$ cat src/rtl/ex_mem_stage.sv
// ex_mem_stage: execute stage plus the EX/MEM pipeline register.
// Operand forwarding and the ALU are combinational. Results, store data,
// the destination register and the WB/MEM control bits are registered for
// the MEM stage. The register supports stall (hold) and flush (bubble).
// Optional feature macro: EX_FWD_EN enables operand forwarding from the
// EX/MEM register and from the MEM/WB stage. When it is undefined, the
// register-file values are used unchanged.
module ex_mem_stage #(
    parameter int XLEN    = 32,
    parameter int ALUOP_W = 5
) (
    input  logic               clk,
    input  logic               rst,
    input  logic               EX_MEM_Write,
    input  logic               EX_Flush,
    input  logic [XLEN-1:0]    ID_EX_PC,
    input  logic [XLEN-1:0]    ID_EX_read1_data,
    input  logic [XLEN-1:0]    ID_EX_read2_data,
    input  logic [63:0]        ID_EX_imm,
    input  logic [4:0]         ID_EX_RS1,
    input  logic [4:0]         ID_EX_RS2,
    input  logic [4:0]         ID_EX_RD,
    input  logic               ID_EX_RegWrite,
    input  logic               ID_EX_MemtoReg,
    input  logic               ID_EX_MemWrite,
    input  logic               ID_EX_MemRead,
    input  logic               ID_EX_Branch,
    input  logic               ID_EX_ALUSrc,
    input  logic [ALUOP_W-1:0] ID_EX_ALUOp,
    input  logic               MEM_WB_RegWrite,
    input  logic [4:0]         MEM_WB_RD,
    input  logic [XLEN-1:0]    MEM_WB_wdata,
    output logic [XLEN-1:0]    EX_MEM_ALU_result,
    output logic               EX_MEM_Zero,
    output logic [XLEN-1:0]    EX_MEM_BrTarget,
    output logic [XLEN-1:0]    EX_MEM_wdata,
    output logic [4:0]         EX_MEM_RD,
    output logic               EX_MEM_RegWrite,
    output logic               EX_MEM_MemtoReg,
    output logic               EX_MEM_MemWrite,
    output logic               EX_MEM_MemRead,
    output logic               EX_MEM_Branch
);

    localparam logic [ALUOP_W-1:0] OP_ADD   = ALUOP_W'(0);
    localparam logic [ALUOP_W-1:0] OP_SUB   = ALUOP_W'(1);
    localparam logic [ALUOP_W-1:0] OP_AND   = ALUOP_W'(2);
    localparam logic [ALUOP_W-1:0] OP_OR    = ALUOP_W'(3);
    localparam logic [ALUOP_W-1:0] OP_XOR   = ALUOP_W'(4);
    localparam logic [ALUOP_W-1:0] OP_SLL   = ALUOP_W'(5);
    localparam logic [ALUOP_W-1:0] OP_SRL   = ALUOP_W'(6);
    localparam logic [ALUOP_W-1:0] OP_SRA   = ALUOP_W'(7);
    localparam logic [ALUOP_W-1:0] OP_SLT   = ALUOP_W'(8);
    localparam logic [ALUOP_W-1:0] OP_SLTU  = ALUOP_W'(9);
    localparam logic [ALUOP_W-1:0] OP_PASSB = ALUOP_W'(10);

    logic [XLEN-1:0] alu_result_q, alu_result_d;
    logic            zero_q, zero_d;
    logic [XLEN-1:0] br_target_q, br_target_d;
    logic [XLEN-1:0] wdata_q, wdata_d;
    logic [4:0]      rd_q, rd_d;
    logic            reg_write_q, reg_write_d;
    logic            memto_reg_q, memto_reg_d;
    logic            mem_write_q, mem_write_d;
    logic            mem_read_q, mem_read_d;
    logic            branch_q, branch_d;

    logic [XLEN-1:0] op_a, fwd_b, op_b, alu_res, imm_x;
    logic [4:0]      shamt;

    assign imm_x = ID_EX_imm[XLEN-1:0];

    // Immediate bits above XLEN carry no information for this datapath.
    if (XLEN < 64) begin : g_imm_hi
        logic unused_imm_hi;
        assign unused_imm_hi = ^ID_EX_imm[63:XLEN];
    end

`ifdef EX_FWD_EN
    // Pick the newest value for a source register; the EX/MEM result wins
    // over MEM/WB, loads in EX/MEM are skipped, and x0 is never forwarded.
    function automatic logic [XLEN-1:0] fwd_sel(input logic [4:0] rs,
                                                input logic [XLEN-1:0] raw);
        logic [XLEN-1:0] v;
        v = raw;
        if (reg_write_q && !memto_reg_q && rd_q != 5'd0 && rd_q == rs)
            v = alu_result_q;
        else if (MEM_WB_RegWrite && MEM_WB_RD != 5'd0 && MEM_WB_RD == rs)
            v = MEM_WB_wdata;
        return v;
    endfunction

    // Forwarded source operands.
    always_comb begin
        op_a  = fwd_sel(ID_EX_RS1, ID_EX_read1_data);
        fwd_b = fwd_sel(ID_EX_RS2, ID_EX_read2_data);
    end
`else
    // Without forwarding the register-file values feed the ALU directly.
    always_comb begin
        op_a  = ID_EX_read1_data;
        fwd_b = ID_EX_read2_data;
    end

    logic unused_fwd;
    assign unused_fwd = ^{ID_EX_RS1, ID_EX_RS2, MEM_WB_RegWrite, MEM_WB_RD, MEM_WB_wdata};
`endif

    assign op_b  = ID_EX_ALUSrc ? imm_x : fwd_b;
    assign shamt = op_b[4:0];

    // ALU: undefined opcodes produce 0.
    always_comb begin
        alu_res = '0;
        case (ID_EX_ALUOp)
            OP_ADD:   alu_res = op_a + op_b;
            OP_SUB:   alu_res = op_a - op_b;
            OP_AND:   alu_res = op_a & op_b;
            OP_OR:    alu_res = op_a | op_b;
            OP_XOR:   alu_res = op_a ^ op_b;
            OP_SLL:   alu_res = op_a << shamt;
            OP_SRL:   alu_res = op_a >> shamt;
            OP_SRA:   alu_res = $unsigned($signed(op_a) >>> shamt);
            OP_SLT:   alu_res = {{(XLEN-1){1'b0}}, ($signed(op_a) < $signed(op_b))};
            OP_SLTU:  alu_res = {{(XLEN-1){1'b0}}, (op_a < op_b)};
            OP_PASSB: alu_res = op_b;
            default:  alu_res = '0;
        endcase
    end

    // Next register contents: flush beats hold, hold beats load.
    always_comb begin
        alu_result_d = alu_result_q;
        zero_d       = zero_q;
        br_target_d  = br_target_q;
        wdata_d      = wdata_q;
        rd_d         = rd_q;
        reg_write_d  = reg_write_q;
        memto_reg_d  = memto_reg_q;
        mem_write_d  = mem_write_q;
        mem_read_d   = mem_read_q;
        branch_d     = branch_q;
        if (EX_Flush) begin
            alu_result_d = '0;
            zero_d       = 1'b0;
            br_target_d  = '0;
            wdata_d      = '0;
            rd_d         = 5'd0;
            reg_write_d  = 1'b0;
            memto_reg_d  = 1'b0;
            mem_write_d  = 1'b0;
            mem_read_d   = 1'b0;
            branch_d     = 1'b0;
        end else if (EX_MEM_Write) begin
            alu_result_d = alu_res;
            zero_d       = (alu_res == '0);
            br_target_d  = ID_EX_PC + imm_x;
            wdata_d      = fwd_b;
            rd_d         = ID_EX_RD;
            reg_write_d  = ID_EX_RegWrite;
            memto_reg_d  = ID_EX_MemtoReg;
            mem_write_d  = ID_EX_MemWrite;
            mem_read_d   = ID_EX_MemRead;
            branch_d     = ID_EX_Branch;
        end
    end

    // EX/MEM pipeline register with asynchronous clear.
    always_ff @(posedge clk or posedge rst) begin
        if (rst) begin
            alu_result_q <= '0;
            zero_q       <= 1'b0;
            br_target_q  <= '0;
            wdata_q      <= '0;
            rd_q         <= 5'd0;
            reg_write_q  <= 1'b0;
            memto_reg_q  <= 1'b0;
            mem_write_q  <= 1'b0;
            mem_read_q   <= 1'b0;
            branch_q     <= 1'b0;
        end else begin
            alu_result_q <= alu_result_d;
            zero_q       <= zero_d;
            br_target_q  <= br_target_d;
            wdata_q      <= wdata_d;
            rd_q         <= rd_d;
            reg_write_q  <= reg_write_d;
            memto_reg_q  <= memto_reg_d;
            mem_write_q  <= mem_write_d;
            mem_read_q   <= mem_read_d;
            branch_q     <= branch_d;
        end
    end

    assign EX_MEM_ALU_result = alu_result_q;
    assign EX_MEM_Zero       = zero_q;
    assign EX_MEM_BrTarget   = br_target_q;
    assign EX_MEM_wdata      = wdata_q;
    assign EX_MEM_RD         = rd_q;
    assign EX_MEM_RegWrite   = reg_write_q;
    assign EX_MEM_MemtoReg   = memto_reg_q;
    assign EX_MEM_MemWrite   = mem_write_q;
    assign EX_MEM_MemRead    = mem_read_q;
    assign EX_MEM_Branch     = branch_q;

endmodule

$ cat config.mk
export PLATFORM = sky130hd
export DESIGN_NAME = ex_mem_stage
export DESIGN_NICKNAME = d
export VERILOG_FILES = /design/src/rtl/ex_mem_stage.sv
export SDC_FILE = /design/constraint.sdc
export NUM_CORES = 1
export LEC_CHECK = 0
export CAP_MARGIN = 20
export CORE_MARGIN = 2
export CORE_UTILIZATION = 34
export DETAILED_ROUTE_END_ITERATION = 10
export GPL_TIMING_DRIVEN = 1
export HOLD_SLACK_MARGIN = 0.06
export PLACE_DENSITY_LB_ADDON = 0.3
export SLEW_MARGIN = 20
export SYNTH_ARGS = -nofsm -noshare
export SYNTH_HDL_FRONTEND = slang
export SYNTH_SLANG_ARGS = --single-unit
$ cat constraint.sdc
create_clock -name clk -period 4.7 [get_ports clk]
set_clock_uncertainty 0.15 [all_clocks]
set_input_delay 0.94 -clock clk [delete_from_list [all_inputs] [get_ports clk]]
set_output_delay 0.94 -clock clk [all_outputs]
set_load 0.1 [all_outputs]
==> flow_metrics.tcl <==
set metrics [dict create \
    finalSetupViolations 2 \
    h-tree-depth 3 \
    power_density_nw_per_um2 223 \
    r2r_slack_ns 3.64 \
    p_leak_nw 11.1 \
    slowest_stage "or4b_4" \
    period_share_pct 102 \
    syn_nets 2322 \
    via_per_inst 5.89 \
    dieArea_um2 48100 \
    cts_sinks 107 \
    final_antenna_net_count 0 \
    synth_seq_cells 107 \
    numPortBuffers 254 \
    total_power_mw 5.46 \
    critPathLaunchType "input pin" \
    grt_max_degree 73 \
    synth_cell_type_count 97 \
    routed_wl_um 80200 \
    drc 0 \
    crit_fanout 7 \
    timing.fmax_mhz 209 \
    die_w_um 219 \
    async_flop_share_pct 100 \
    vdd_drop_max_mv 0.195 \
    violations "negative setup slack" \
    synth_edf_count 0 \
    critPathTopFamily "compound AO/OA/AOI/OAI gates" \
    overflow 0 \
    cts_buffer_depth 2 \
    slew_headroom_pct 27.1 \
    maxCapViolCount 0 \
    drv_slew 0 \
    fin_util_pct 53.8 \
    vias 19600 \
    reg2reg_from "EX_MEM_BrTarget[21]" \
    drt_iter0_markers 2016 \
    grt_use_total_pct 32.8 \
    start_util_pct 34.6 \
    synth.avg_cell_area_um2 8.07 \
    antenna_found_initial 1 \
    crit_path_max_incr_delay_ns 0.58 \
    die_h_um 219 \
    netlist_area_um2 15800 \
    gp_congestion 1.06 \
    final_cells 3324 \
    worstSetupEndpointType "register" \
    wl_per_cell_um 24.1 \
    numCtsBuffers 9 \
    clk_latency_ns 0.37 \
    setup_ws_ns -0.0791 \
    path_clk_slew_ns 0.07 \
    status "finished, violations left" \
    grt_pass1_wl_um 119000 \
    holdCritStartpoint "EX_MEM_BrTarget[26]" \
    pin_count 335 \
    hold_violations 0 \
    worstSetupStartpoint "ID_EX_ALUSrc" \
    drt_pass1_iterations 6 \
    min_period_ns 4.78 \
    yosys_warnings 0 \
    crit_required_ns 4.83 \
    worstHoldPathType "register to register" \
    root_buffer "clkbuf_16" \
    syn_inst 1956 \
    preCtsSetupSlack_ns -1.08 \
    path_buf_inv 4 \
    synthFlopType "dfrtp_1" \
    final_layout_size_suffix_gt1_share_pct 31.6 \
    area_delta_synth_final_pct 55.3 \
    rsz0062_at_grt "yes" \
    nets 3085 \
    worstMarginPinSlew_ns 1.09 \
    grt_pass1_vias 19300 \
    rows 78 \
    antenna-diode-count 0 \
    core-area_um2 45600 \
    path_cells "buf_12, bufbuf_16, mux2i_4, ha_4, buf_6, o211ai_1, o211ai_1, and4bb_2, nor2_4, a21oi_4, a311oi_4, or4b_4, a311oi_4, a211oi_2, a211oi_2, buf_4, nand2_1, o31ai_2" \
    dp_hpwl_um 64200 \
    cp.arrival_ns 4.91 \
    synth-seq-area-share_pct 17.0 \
    critPathKind "input pin to register" \
    place_inst 3282 \
    cts_tree "yes" \
]
-- synthesized netlist by cell type, types with 11 or more instances --
master / n / area share (%)
nor2_1: 230 / 5.5
nor3_1: 46 / 1.5
nand2b_1: 14 / 0.56
a22oi_1: 19 / 0.90
nand4_1: 19 / 0.75
nand2_1: 155 / 3.7
a21oi_1: 133 / 4.2
a2111oi_0: 11 / 0.61
o21a_1: 12 / 0.57
o211ai_1: 29 / 1.4
o22ai_1: 33 / 1.3
xnor2_1: 32 / 1.8
o21ai_0: 85 / 2.7
o21bai_1: 13 / 0.62
mux2i_1: 153 / 9.7
buf_1: 21 / 0.50
o221ai_1: 17 / 0.94
dfrtp_1: 107 / 17
mux2_2: 14 / 1.0
or3_1: 14 / 0.56
nor2b_1: 12 / 0.48
nor4_1: 20 / 0.79
a21o_1: 25 / 1.2
a31oi_1: 17 / 0.67
mux4_2: 48 / 6.9
clkbuf_1: 86 / 2.0
a211oi_1: 62 / 3.0
a221oi_1: 18 / 1.0
ha_1: 135 / 11
a311oi_1: 11 / 0.61
inv_1: 100 / 2.4
nand3_1: 40 / 1.3
buf_2: 21 / 0.67
-- per-layer routing --
layer / part of all wire, % / wire length, um / global-route usage, % / vias up
met5: 0.014 / 11 / 0 / -
met2: 46 / 37000 / 52.9 / 871
met4: 6.4 / 5100 / 18.9 / 2
met1: 41 / 33100 / 41.6 / 9577
met3: 6.2 / 4980 / 4.82 / 206
li1: - / - / - / 8937
-- cells by family after synthesis --
group	Yosys count	share of synthesized area [%]
AOI/OAI and AO/OA	607	27.1
xor gates and xnor gates	40	2.22
adders and majority gates	138	11.1
buffers and inverters	246	6.67
DFF	107	17.0
muxes	224	18.8
and+or+nand+nor	594	17.2
-- path summary, 6_finish.rpt --
check | to | cells after the start
min in group asynchronous | EX_MEM_wdata[4] | 2
worst max register to register | EX_MEM_BrTarget[21] | 3
max in group asynchronous | EX_MEM_BrTarget[29] | 3
worst min register to register | EX_MEM_BrTarget[26] | 1
worst min-delay path | EX_MEM_BrTarget[26] | 1
worst max-delay path | EX_MEM_Zero | 18
-- sequential cells by signal, summed over array words and instances, names as in the netlist --
name,cells
EX_MEM_RegWrite,1
EX_MEM_wdata,32
EX_MEM_MemRead,1
EX_MEM_Branch,1
EX_MEM_ALU_result,32
EX_MEM_Zero,1
EX_MEM_BrTarget,32
EX_MEM_RD,5
EX_MEM_MemWrite,1
EX_MEM_MemtoReg,1
-- through the flow --
step,cell area [um2],TNS (ns),hold slack (ns)
2_1_floorplan,15900,-0.695,0.848
3_3_place_gp,23300,-7.03,0.327
3_5_place_dp,23300,-7.90,0.340
4_1_cts,24100,-0.170,0.356
5_1_grt,24500,-0.308,0.375
6_report,24500,-0.0875,0.354
-- where the power goes --
| group | leakage [nW] | total (mW) | internal (mW) | switching (mW) |
|---|---|---|---|---|
| registers | 1.42 | 1.03 | 0.989 | 0.0400 |
| clock network | 0.154 | 0.810 | 0.434 | 0.377 |
| logic | 9.51 | 3.62 | 1.51 | 2.11 |
| total | 11.1 | 5.46 | 2.93 | 2.52 |
-- layout make-up --
type	instances	area, um2
Timing Repair Buffer	893	7530
Clock inverter	6	70.1
Fill cell	4222	21100
Sequential cell	107	2680
Tap cell	600	751
Clock buffer	10	239
Multi-Input combinational cell	1603	12800
Inverter	105	399
-- what timing repair did --
item | in CTS | in global routing
resized for setup | 104 | 70
buffers inserted | 16 | 8
hold buffers | 0 | 0
setup endpoints to repair | 10 | 11
cloned | 2 | 0
pin swaps | 36 | 32
-- placed cells by master, fill, tap and decap left out, types with 9 or more instances in the layout --
cell type	instances
nand4_1	19
a21oi_1	124
inv_2	9
buf_4	621
a21o_1	25
nor3_1	38
clkbuf_16	9
mux4_2	48
mux2i_1	142
ha_1	119
or3_1	14
o221ai_1	17
buf_12	11
nor2b_1	11
a211oi_1	53
inv_1	91
clkdlybuf4s50_1	224
mux2_2	13
o22ai_1	32
nor4_1	14
a221oi_1	16
ha_4	12
nand3_1	40
dlygate4sd2_1	22
nand2b_1	13
a31oi_1	13
o21a_1	12
nor2_1	228
o21ai_0	77
dfrtp_1	107
o21ai_1	12
nand2_1	155
a22oi_1	18
a21oi_2	9
xnor2_1	32
mux2i_4	11
o21bai_1	12
o211ai_1	29
a32oi_1	9
Power figures use the tool's default switching activity.
